File: config.mk
export PLATFORM = sky130hd
export DESIGN_NAME = urv_trap_sequencer
export DESIGN_NICKNAME = d
export VERILOG_FILES = /design/src/rtl/urv_trap_sequencer_pkg.sv /design/src/rtl/urv_trap_prio.sv /design/src/rtl/urv_trap_sequencer.sv
export SDC_FILE = /design/constraint.sdc
export NUM_CORES = 1
export LEC_CHECK = 0
export CAP_MARGIN = 20
export CORE_ASPECT_RATIO = 1.1
export CORE_MARGIN = 2
export CORE_UTILIZATION = 35
export CTS_BUF_LIST = sky130_fd_sc_hd__clkbuf_8
export DETAILED_ROUTE_END_ITERATION = 10
export PLACE_DENSITY = 0.74
export SLEW_MARGIN = 20
export SYNTH_ARGS = -nofsm -noshare
export SYNTH_HDL_FRONTEND = slang
export SYNTH_SLANG_ARGS = --single-unit
File: constraint.sdc
create_clock -name clk_i -period 8.43 [get_ports clk_i]
set_input_delay 1.686 -clock clk_i [delete_from_list [all_inputs] [get_ports clk_i]]
set_output_delay 1.686 -clock clk_i [all_outputs]
set_load 0.02 [all_outputs]
File: src/rtl/urv_trap_sequencer_pkg.sv
// Shared definitions for the uRV trap sequencer: cause codes, interrupt bit
// indices, FSM state encodings and the priority-encoder result payload.
package urv_trap_sequencer_pkg;

  localparam int unsigned XLEN       = 32;
  localparam int unsigned CAUSE_W    = 4;
  localparam int unsigned HOLDOFF_W  = 8;
  localparam int unsigned STATE_W    = 3;

  localparam logic [CAUSE_W-1:0] CAUSE_BREAKPOINT      = 4'd3;
  localparam logic [CAUSE_W-1:0] CAUSE_INVALID         = 4'd2;
  localparam logic [CAUSE_W-1:0] CAUSE_UNALIGNED_LOAD  = 4'd4;
  localparam logic [CAUSE_W-1:0] CAUSE_UNALIGNED_STORE = 4'd6;
  localparam logic [CAUSE_W-1:0] CAUSE_TIMER           = 4'd7;
  localparam logic [CAUSE_W-1:0] CAUSE_IRQ             = 4'd11;

  // Bit positions inside mie/mip
  localparam int unsigned EXCEPT_TIMER = 7;
  localparam int unsigned EXCEPT_IRQ   = 11;

  localparam logic [STATE_W-1:0] ST_IDLE    = 3'd0;
  localparam logic [STATE_W-1:0] ST_ENTER   = 3'd1;
  localparam logic [STATE_W-1:0] ST_FLUSH   = 3'd2;
  localparam logic [STATE_W-1:0] ST_HANDLER = 3'd3;
  localparam logic [STATE_W-1:0] ST_RETURN  = 3'd4;

  typedef struct packed {
    logic               valid;
    logic               is_irq;
    logic [CAUSE_W-1:0] cause;
  } trap_req_t;

endpackage

File: src/rtl/urv_trap_prio.sv
// Fixed-priority trap selector: synchronous flags first, then timer, then
// external interrupt. Purely combinational.
module urv_trap_prio
  import urv_trap_sequencer_pkg::*;
(
  input  logic      i_breakpoint,
  input  logic      i_invalid,
  input  logic      i_unaligned_load,
  input  logic      i_unaligned_store,
  input  logic      i_timer,
  input  logic      i_irq,
  output trap_req_t o_req_c
);

  always_comb begin
    o_req_c = '0;
    if (i_breakpoint) begin
      o_req_c.valid = 1'b1;
      o_req_c.cause = CAUSE_BREAKPOINT;
    end else if (i_invalid) begin
      o_req_c.valid = 1'b1;
      o_req_c.cause = CAUSE_INVALID;
    end else if (i_unaligned_load) begin
      o_req_c.valid = 1'b1;
      o_req_c.cause = CAUSE_UNALIGNED_LOAD;
    end else if (i_unaligned_store) begin
      o_req_c.valid = 1'b1;
      o_req_c.cause = CAUSE_UNALIGNED_STORE;
    end else if (i_timer) begin
      o_req_c.valid  = 1'b1;
      o_req_c.is_irq = 1'b1;
      o_req_c.cause  = CAUSE_TIMER;
    end else if (i_irq) begin
      o_req_c.valid  = 1'b1;
      o_req_c.is_irq = 1'b1;
      o_req_c.cause  = CAUSE_IRQ;
    end
  end

endmodule

File: src/rtl/urv_trap_sequencer.sv
// Trap entry/exit controller for the uRV execute stage: prioritises traps,
// drives the CSR unit's exception strobe, redirects fetch and enforces an
// interrupt hold-off after every mret.
module urv_trap_sequencer
  import urv_trap_sequencer_pkg::*;
#(
  parameter logic [XLEN-1:0] TRAP_VECTOR    = 32'h0000_0008,
  parameter int unsigned     HOLDOFF_CYCLES = 4
)(
  input  logic              clk_i,
  input  logic              rst_i,
  input  logic              x_valid_i,
  input  logic              x_stall_i,
  input  logic [XLEN-1:0]   x_pc_i,
  input  logic              x_exc_breakpoint_i,
  input  logic              x_exc_invalid_insn_i,
  input  logic              x_exc_unaligned_load_i,
  input  logic              x_exc_unaligned_store_i,
  input  logic              x_is_mret_i,
  input  logic              irq_i,
  input  logic              tick_i,
  input  logic              csr_ie_i,
  input  logic [XLEN-1:0]   csr_mie_i,
  input  logic [XLEN-1:0]   csr_mepc_i,
  output logic              trap_o,
  output logic [CAUSE_W-1:0] trap_cause_o,
  output logic              trap_is_irq_o,
  output logic [XLEN-1:0]   trap_pc_o,
  output logic              redirect_o,
  output logic [XLEN-1:0]   redirect_pc_o,
  output logic              kill_o,
  output logic              busy_o,
  output logic [XLEN-1:0]   mip_o
);

  logic [STATE_W-1:0]   r_state;
  logic [STATE_W-1:0]   w_state_nxt;
  logic [HOLDOFF_W-1:0] r_holdoff;
  logic                 r_timer_pend;
  logic                 r_irq_pend;
  logic                 r_trap;
  logic                 r_redirect;
  logic                 r_kill;
  logic                 r_busy;
  logic [CAUSE_W-1:0]   r_cause;
  logic                 r_is_irq;
  logic [XLEN-1:0]      r_trap_pc;
  logic [XLEN-1:0]      r_redirect_pc;

  logic      w_accept;
  logic      w_quiet;
  logic      w_timer_elig;
  logic      w_irq_elig;
  logic      w_take;
  logic      w_ret;
  logic      w_timer_taken;
  trap_req_t w_req;
  logic [XLEN-1:0] w_mip;
  logic      w_unused_mie;

  assign w_accept     = x_valid_i && !x_stall_i;
  // Interrupts only in IDLE once the post-mret hold-off has drained
  assign w_quiet      = (r_state == ST_IDLE) && (r_holdoff == '0);
  assign w_timer_elig = w_quiet && csr_ie_i && csr_mie_i[EXCEPT_TIMER] && r_timer_pend;
  assign w_irq_elig   = w_quiet && csr_ie_i && csr_mie_i[EXCEPT_IRQ] && r_irq_pend;
  assign w_unused_mie = ^{csr_mie_i[31:12], csr_mie_i[10:8], csr_mie_i[6:0]};

  urv_trap_prio u_prio (
    .i_breakpoint      (x_exc_breakpoint_i),
    .i_invalid         (x_exc_invalid_insn_i),
    .i_unaligned_load  (x_exc_unaligned_load_i),
    .i_unaligned_store (x_exc_unaligned_store_i),
    .i_timer           (w_timer_elig),
    .i_irq             (w_irq_elig),
    .o_req_c           (w_req)
  );

  // Next-state logic; outside IDLE the eligible-irq inputs are already 0
  always_comb begin
    w_state_nxt = r_state;
    w_take      = 1'b0;
    w_ret       = 1'b0;
    case (r_state)
      ST_IDLE: begin
        if (w_accept && w_req.valid) begin
          w_state_nxt = ST_ENTER;
          w_take      = 1'b1;
        end
      end
      ST_ENTER:  w_state_nxt = ST_FLUSH;
      ST_FLUSH:  w_state_nxt = ST_HANDLER;
      ST_HANDLER: begin
        if (w_accept && w_req.valid) begin
          w_state_nxt = ST_ENTER;
          w_take      = 1'b1;
        end else if (w_accept && x_is_mret_i) begin
          w_state_nxt = ST_RETURN;
          w_ret       = 1'b1;
        end
      end
      ST_RETURN: w_state_nxt = ST_IDLE;
      default:   w_state_nxt = ST_IDLE;
    endcase
  end

  assign w_timer_taken = w_take && w_req.is_irq && (w_req.cause == CAUSE_TIMER);

  always_ff @(posedge clk_i or posedge rst_i) begin
    if (rst_i) r_state <= ST_IDLE;
    else       r_state <= w_state_nxt;
  end

  // Registered strobes, trap record and pending/hold-off bookkeeping
  always_ff @(posedge clk_i or posedge rst_i) begin
    if (rst_i) begin
      r_trap        <= 1'b0;
      r_redirect    <= 1'b0;
      r_kill        <= 1'b0;
      r_busy        <= 1'b0;
      r_cause       <= '0;
      r_is_irq      <= 1'b0;
      r_trap_pc     <= '0;
      r_redirect_pc <= '0;
      r_timer_pend  <= 1'b0;
      r_irq_pend    <= 1'b0;
      r_holdoff     <= '0;
    end else begin
      r_trap     <= w_take;
      r_redirect <= w_take || w_ret;
      r_kill     <= (w_state_nxt == ST_ENTER) || (w_state_nxt == ST_FLUSH) ||
                    (w_state_nxt == ST_RETURN);
      r_busy     <= (w_state_nxt != ST_IDLE);
      if (w_take) begin
        r_cause       <= w_req.cause;
        r_is_irq      <= w_req.is_irq;
        r_trap_pc     <= x_pc_i;
        r_redirect_pc <= TRAP_VECTOR;
      end else if (w_ret) begin
        r_redirect_pc <= csr_mepc_i;
      end
      // A tick coinciding with the timer trap keeps the interrupt pending
      r_timer_pend <= tick_i || (r_timer_pend && !w_timer_taken);
      r_irq_pend   <= irq_i;
      if (r_state == ST_RETURN) begin
        r_holdoff <= HOLDOFF_W'(HOLDOFF_CYCLES);
      end else if ((r_state == ST_IDLE) && (r_holdoff != '0)) begin
        r_holdoff <= r_holdoff - HOLDOFF_W'(1);
      end
    end
  end

  always_comb begin
    w_mip               = '0;
    w_mip[EXCEPT_TIMER] = r_timer_pend;
    w_mip[EXCEPT_IRQ]   = r_irq_pend;
  end

  assign trap_o        = r_trap;
  assign trap_cause_o  = r_cause;
  assign trap_is_irq_o = r_is_irq;
  assign trap_pc_o     = r_trap_pc;
  assign redirect_o    = r_redirect;
  assign redirect_pc_o = r_redirect_pc;
  assign kill_o        = r_kill;
  assign busy_o        = r_busy;
  assign mip_o         = w_mip;

endmodule
* Word level (Yosys, flattened, before mapping)
Index checks and enable logic that the tools add are counted.
Widths: inputs -> output; s select.
** Operators by class
- Reduce and logical (&&, ||, !) cells :: 26
- $mul :: 0
- Add/sub/neg operators :: 1
- Magnitude comparators :: 0
- Mux-type cells :: 27
- Bitwise operators :: 0
- Equal/unequal tests :: 8
- Div/mod/pow operators :: 0
- Shift operators :: 0
** Operator list (number)
- $mux 32 :: 2
- $mux 4 :: 4
- $mux 8 :: 2
- $logic_and 1x1->1 :: 13
- $mux 1 :: 13
- $mux 6 :: 2
- $pmux 3 s4 :: 1
- $eq 3x2->1 const B :: 3
- $mux 3 :: 3
- $logic_not 8->1 :: 1
- $reduce_bool 8->1 :: 1
- $sub 8x1->8 const B :: 1
- $eq 3x1->1 const B :: 2
- $eq 3x3->1 const B :: 2
- $eq 4x3->1 const B :: 1
- $logic_or 1x1->1 :: 4
- $reduce_bool 2->1 :: 2
- $logic_not 3->1 :: 1
- $reduce_bool 3->1 :: 1
- $logic_not 1->1 :: 2
- $reduce_or 2->1 :: 1
** Word-level totals
- Output and inout bits :: 105
- Bits in writable memories :: 0
- Input bits :: 108
- Register bits :: 86
- Memories kept :: 0
- Latch bits :: 0
- Memory bits (read-only) :: 0
- Logic and storage cells :: 74

* Longest topological paths before layout
- Depth after elaboration :: 19
- Gate-level depth with buffers :: 10
- Depth with buffers taken out :: 7

* By module
A second synthesis with hierarchy kept.
** Second synthesis, totals
- Cell total of the unflattened synthesis :: 359
- Area total of the unflattened synthesis :: 3971.3 um^2
** Modules (own cells, without submodules)
- urv_trap_sequencer :: seq. area each 2152.1 um^2, instances 1, area an instance 3903.7 um^2, cells an instance 348
- urv_trap_prio :: seq. area each 0.0 um^2, instances 1, area an instance 67.6 um^2, cells an instance 11

* Worst setup path before layout
Ideal clock, no wire load.
- Kind :: input -> register
- Start :: input port csr_ie_i
- End :: register r_cause[2] (netlist: trap_cause_o[2])
- Buffers on the path :: 1
- Stages :: 6
- Data required time :: 8.305 ns
- Library setup time :: 0.125 ns
- Arrival time :: 3.383 ns
- Slack :: 4.922 ns
- Cells stage by stage :: or4b_1 o41ai_4 nand2_4 inv_6 buf_12 mux2_4
** On the way
- Word-level cells in the longest chain between the ends :: 12
- Elaborated cells between the ends (all ways) :: 18
- Those cells by class :: mux: 12; reduce/logical: 6
** Ends and longest elaborated chain
- start, declared :: line urv_trap_sequencer.sv:22 : input logic csr_ie_i,
- $logic_and 1x1->1 * :: line urv_trap_sequencer.sv:64, urv_trap_sequencer.sv:65
- $logic_and 1x1->1 (2 in a row) :: line urv_trap_sequencer.sv:65 : assign w_irq_elig = w_quiet && csr_ie_i && csr_mie_i[EXCEPT_IRQ] && r_irq_pend;
- $mux 6 :: line urv_trap_prio.sv:33 : end else if (i_irq) begin
- $mux 6 * :: line urv_trap_prio.sv:29 : end else if (i_timer) begin
- $mux 1 :: line urv_trap_prio.sv:26 : end else if (i_unaligned_store) begin
- $mux 1 :: line urv_trap_prio.sv:23 : end else if (i_unaligned_load) begin
- $mux 1 :: line urv_trap_prio.sv:20 : end else if (i_invalid) begin
- $mux 1 :: line urv_trap_prio.sv:17 : if (i_breakpoint) begin
- $logic_and 1x1->1 :: line urv_trap_sequencer.sv:85, urv_trap_sequencer.sv:93
- $mux 1 :: line urv_trap_sequencer.sv:85, urv_trap_sequencer.sv:93
- $mux 1
- end signal, assigned :: line urv_trap_sequencer.sv:134 : r_cause <= w_req.cause;
- end, declared :: line urv_trap_sequencer.sv:45 : logic [CAUSE_W-1:0] r_cause;
Every way passes the cells marked *; elsewhere a longest branch is shown, timed or not.
A chain may end at the register's enable or synchronous reset.

* Worst setup path in the final report
- Start :: input port csr_ie_i
- End :: register r_cause[3] (netlist: trap_cause_o[3])
The elaborated chain is that of the path after synthesis.

==> reports/qor.json <==
{
  "antenna_found_initial": {"value": 0},
  "grt.overflow.total": {"value": 0},
  "synth-seq-area-share": {"value": 53.6, "unit": "%"},
  "netlist-cell-type-count": {"value": 49},
  "die_h": {"value": 116, "unit": "um"},
  "ant_nets": {"value": 0},
  "port-buffer-count": {"value": 152},
  "placementRows": {"value": 41},
  "die_area": {"value": 12300, "unit": "sq um"},
  "core_area": {"value": 11300, "unit": "sq um"},
  "critical_path.cell_chain": {"value": "clkdlybuf4s50_1 > or4b_1 > o41ai_4 > nand2_4 > inv_6 > mux2_2"},
  "preCtsSetupSlack": {"value": 3920, "unit": "ps"},
  "worstMarginPinSlew": {"value": 902, "unit": "ps"},
  "numClockSinks": {"value": 86},
  "fin_tns_setup": {"value": 0, "unit": "ps"},
  "post_layout_nonfiller_instances": {"value": 651},
  "crit_arrival": {"value": 4390, "unit": "ps"},
  "power.clock.fraction": {"value": 15.0, "unit": "%"},
  "placed_area": {"value": 5440, "unit": "sq um"},
  "synthesis.instances": {"value": 352},
  "die_width": {"value": 106, "unit": "um"},
  "postCtsSetupRepairBufs": {"value": 0},
  "run_status": {"value": "finished, final reports clean"},
  "layout-area-overhead-vs-synth": {"value": 40.3, "unit": "%"},
  "grt_pass1_wl": {"value": 14500, "unit": "um"},
  "ff2ff_path_depth": {"value": 7},
  "power.leakage": {"value": 2.39, "unit": "nW"},
  "cts_inserted_buffers": {"value": 9},
  "gp_congestion": {"value": 0.717},
  "clk_pin_slew_worst_paths": {"value": 90, "unit": "ps"},
  "synth.avg_cell_area": {"value": 11.4, "unit": "sq um"},
  "timing.critical_path.fanout_max": {"value": 68},
  "intPower": {"value": 0.00114, "unit": "W"},
  "max-vdd-ir-drop": {"value": 141, "unit": "uV"},
  "clock_latency_on_the_worst_skew_pair": {"value": 360, "unit": "ps"},
  "cp_slowest_cell": {"value": "o41ai_4"},
  "cts_hold_buffers": {"value": 0},
  "setup_violations": {"value": 0},
  "met2RoutedLength": {"value": 4550, "unit": "um"},
  "synth-seq-cells": {"value": 86},
  "most-common-layout-cells": {"value": "clkdlybuf4s50_1 (152), dfrtp_1 (86), nand2_1 (72)"},
  "p_seq_share": {"value": 37.5, "unit": "%"},
  "total_standard_cell_area_after_synthesis": {"value": 4010, "unit": "sq um"},
  "hold_path_class": {"value": "flip-flop to flip-flop"},
  "timing.hold.worst.start": {"value": "trap_pc_o[15]"},
  "wl": {"value": 9040, "unit": "um"},
  "report.final.hold_viol_count": {"value": 0},
  "post-layout-total-power": {"value": 0.00181, "unit": "W"},
  "proportion_of_layout_cells_with_a_drive_suffix_above_1": {"value": 11.2, "unit": "%"},
  "post-route-cell-area": {"value": 5630, "unit": "sq um"},
  "drv_cap": {"value": 0},
  "p_sw_share": {"value": 37.1, "unit": "%"},
  "rsz0062_at_grt": {"value": "false"},
  "power.density_cell_area": {"value": 322, "unit": "nW/um^2"},
  "comb_power_share": {"value": 47.6, "unit": "%"},
  "clock.fmax": {"value": 241, "unit": "MHz"},
  "end_kind": {"value": "flip-flop"},
  "dp_hpwl": {"value": 6280, "unit": "um"},
  "crit_path_class": {"value": "input port to flip-flop"},
  "synth_enable_flop_cells": {"value": 0},
  "tritoncts": {"value": "done"},
  "nFillCells": {"value": 1012},
  "min_path_cells": {"value": 1},
  "synth_warnings": {"value": 0},
  "critical_path.startpoint_type": {"value": "input port"},
  "drt-pass1-iter-count": {"value": 4},
  "post-route-worst-setup-slack": {"value": 4280, "unit": "ps"},
  "cts_root_buffer": {"value": "clkbuf_8"},
  "post-route-drc-count": {"value": 0},
  "initial_utilization": {"value": 35.4, "unit": "%"},
  "highest_layer": {"value": "met4"},
  "critical_path.max_stage_delay": {"value": 600, "unit": "ps"},
  "relSlewSlack": {"value": 39.7, "unit": "%"},
  "timing.rr.start": {"value": "r_holdoff[0]"},
  "worst_r2r_endpoint": {"value": "trap_cause_o[3]"},
  "numPlacedInstances": {"value": 635},
  "synth_top_flop_cell": {"value": "dfrtp_1"},
  "ctsResizeCount": {"value": 0},
  "portion_of_the_clock_cycle_consumed_by_the_worst_path_in_the_final_layout": {"value": 49.3, "unit": "%"},
  "clock_path_buffers": {"value": 2},
  "finalClockSkew": {"value": 10.6, "unit": "ps"},
  "pin_count_of_the_biggest_net_entering_global_routing": {"value": 87},
  "reg2reg_setup_slack": {"value": 5370, "unit": "ps"},
  "routed-via-count": {"value": 2992},
  "total_routing_usage_reported_by_global_routing": {"value": 14.9, "unit": "%"},
  "sw_power": {"value": 0.000672, "unit": "W"},
  "worst_hold_path.endpoint": {"value": "trap_pc_o[15]"},
  "avgViaCountPerCell": {"value": 4.60},
  "drt_iter0_drc": {"value": 150},
  "ys_async_sr_fraction": {"value": 100, "unit": "%"},
  "fin_crit": {"value": 4150, "unit": "ps"},
  "max_transition_viols_final": {"value": 0},
  "antenna_cells_inserted": {"value": 0},
  "cts_htree_levels": {"value": 3},
  "detailroute.wirelength.met3": {"value": 562, "unit": "um"},
  "wl_per_cell": {"value": 13.9, "unit": "um"},
  "design.final.nets": {"value": 606},
  "critPathRequiredTime": {"value": 8670, "unit": "ps"},
  "top_level_ports": {"value": 213},
  "first_global_vias": {"value": 2947},
  "mostFrequentLayoutCell": {"value": "clkdlybuf4s50_1"},
  "routed_metal_1_wirelength": {"value": 3780, "unit": "um"}
}
power groups by stage:
stage | clock [W] | sequential (W) | combinational, W
finish | 0.000271 | 0.000680 | 0.000862
global route | 0.000300 | 0.000704 | 0.000923
CTS | 0.000285 | 0.000680 | 0.000872
detailed placement | 0 | 0.000686 | 0.000866
global placement | 0 | 0.000676 | 0.000855
floorplan | 0 | 0.000850 | 0.000348
registers in the layout, indices dropped and copies added (netlist names):
register	cells
redirect_pc_o	32
trap_pc_o	32
r_holdoff	8
trap_cause_o	4
r_state	3
busy_o	1
kill_o	1
r_irq_pend	1
r_timer_pend	1
redirect_o	1
trap_is_irq_o	1
trap_o	1
stage by stage:
step,hold slack (ps),util (%)
after floorplan,485,-
after global placement,470,48.0
after detailed placement,488,48.0
after CTS,509,49.6
after global routing,527,49.7
final,502,49.7
worst max path at each step:
stage | from | endpoint | slack [ps] | depth (start not counted)
6_report | csr_ie_i | trap_cause_o[3] | 4280 | 6
5_1_grt | csr_ie_i | trap_cause_o[3] | 4140 | 6
4_1_cts | csr_ie_i | trap_cause_o[3] | 4310 | 6
3_5_place_dp | csr_ie_i | trap_cause_o[3] | 3920 | 6
3_3_place_gp | csr_ie_i | trap_cause_o[3] | 3940 | 6
2_1_floorplan | rst_i | busy_o | 4520 | 1
cells in the mapped netlist (all sizes together) (2+ instances only):
master  count  area, sq um
dfrtp      86         2150
nand2      73          282
buf        41          370
a21oi      35          175
mux2       34          495
clkbuf      9         33.8
o21ai       8         40.0
nor2        7         26.3
inv         6         27.5
nand3       6         30.0
nor4        5         31.3
nor3        4         20.0
or4         4         33.8
a31oi       3         18.8
a22oi       2         15.0
ha          2         25.0
nand2b      2         12.5
nor3b       2         15.0
o41ai       2         36.3
xor2        2         17.5
per-layer routing:
| layer | vias up | global-route usage (%) |
|---|---|---|
| met1 | 1455 | 18.3 |
| li1 | 1426 | - |
| met3 | 9 | 3.91 |
| met4 | 0 | 6.32 |
| met2 | 102 | 24.9 |
| met5 | - | 0 |
layout make-up:
type,count,area (sq um),area share [%]
sequential,86,2150,38.2
multi-input combinational,239,1540,27.3
timing repair buffer,154,1540,27.3
tap,150,188,3.33
clock buffer,10,138,2.44
clock inverter,6,45.0,0.800
inverter,6,28.8,0.511
worst max-delay path: cells and delay by family:
kind            cells  cell delay [ps]
buf+inv             2              920
compound gates      1              600
simple gates        2              670
mux                 1              400
cell families (layout without fill, tap and decap cells):
family | after synthesis | count (layout) | share of synthesized area [%]
and+or+nand+nor | 110 | 110 | 12.7
other | 1 | 30 | 0.0934
AOI/OAI and AO/OA | 60 | 60 | 9.17
muxes | 35 | 35 | 12.6
buffers and inverters | 56 | 176 | 10.8
adders and majority gates | 2 | 2 | 0.623
DFF | 86 | 86 | 53.6
xor gates and xnor gates | 2 | 2 | 0.436
Power figures use the tool's default switching activity.
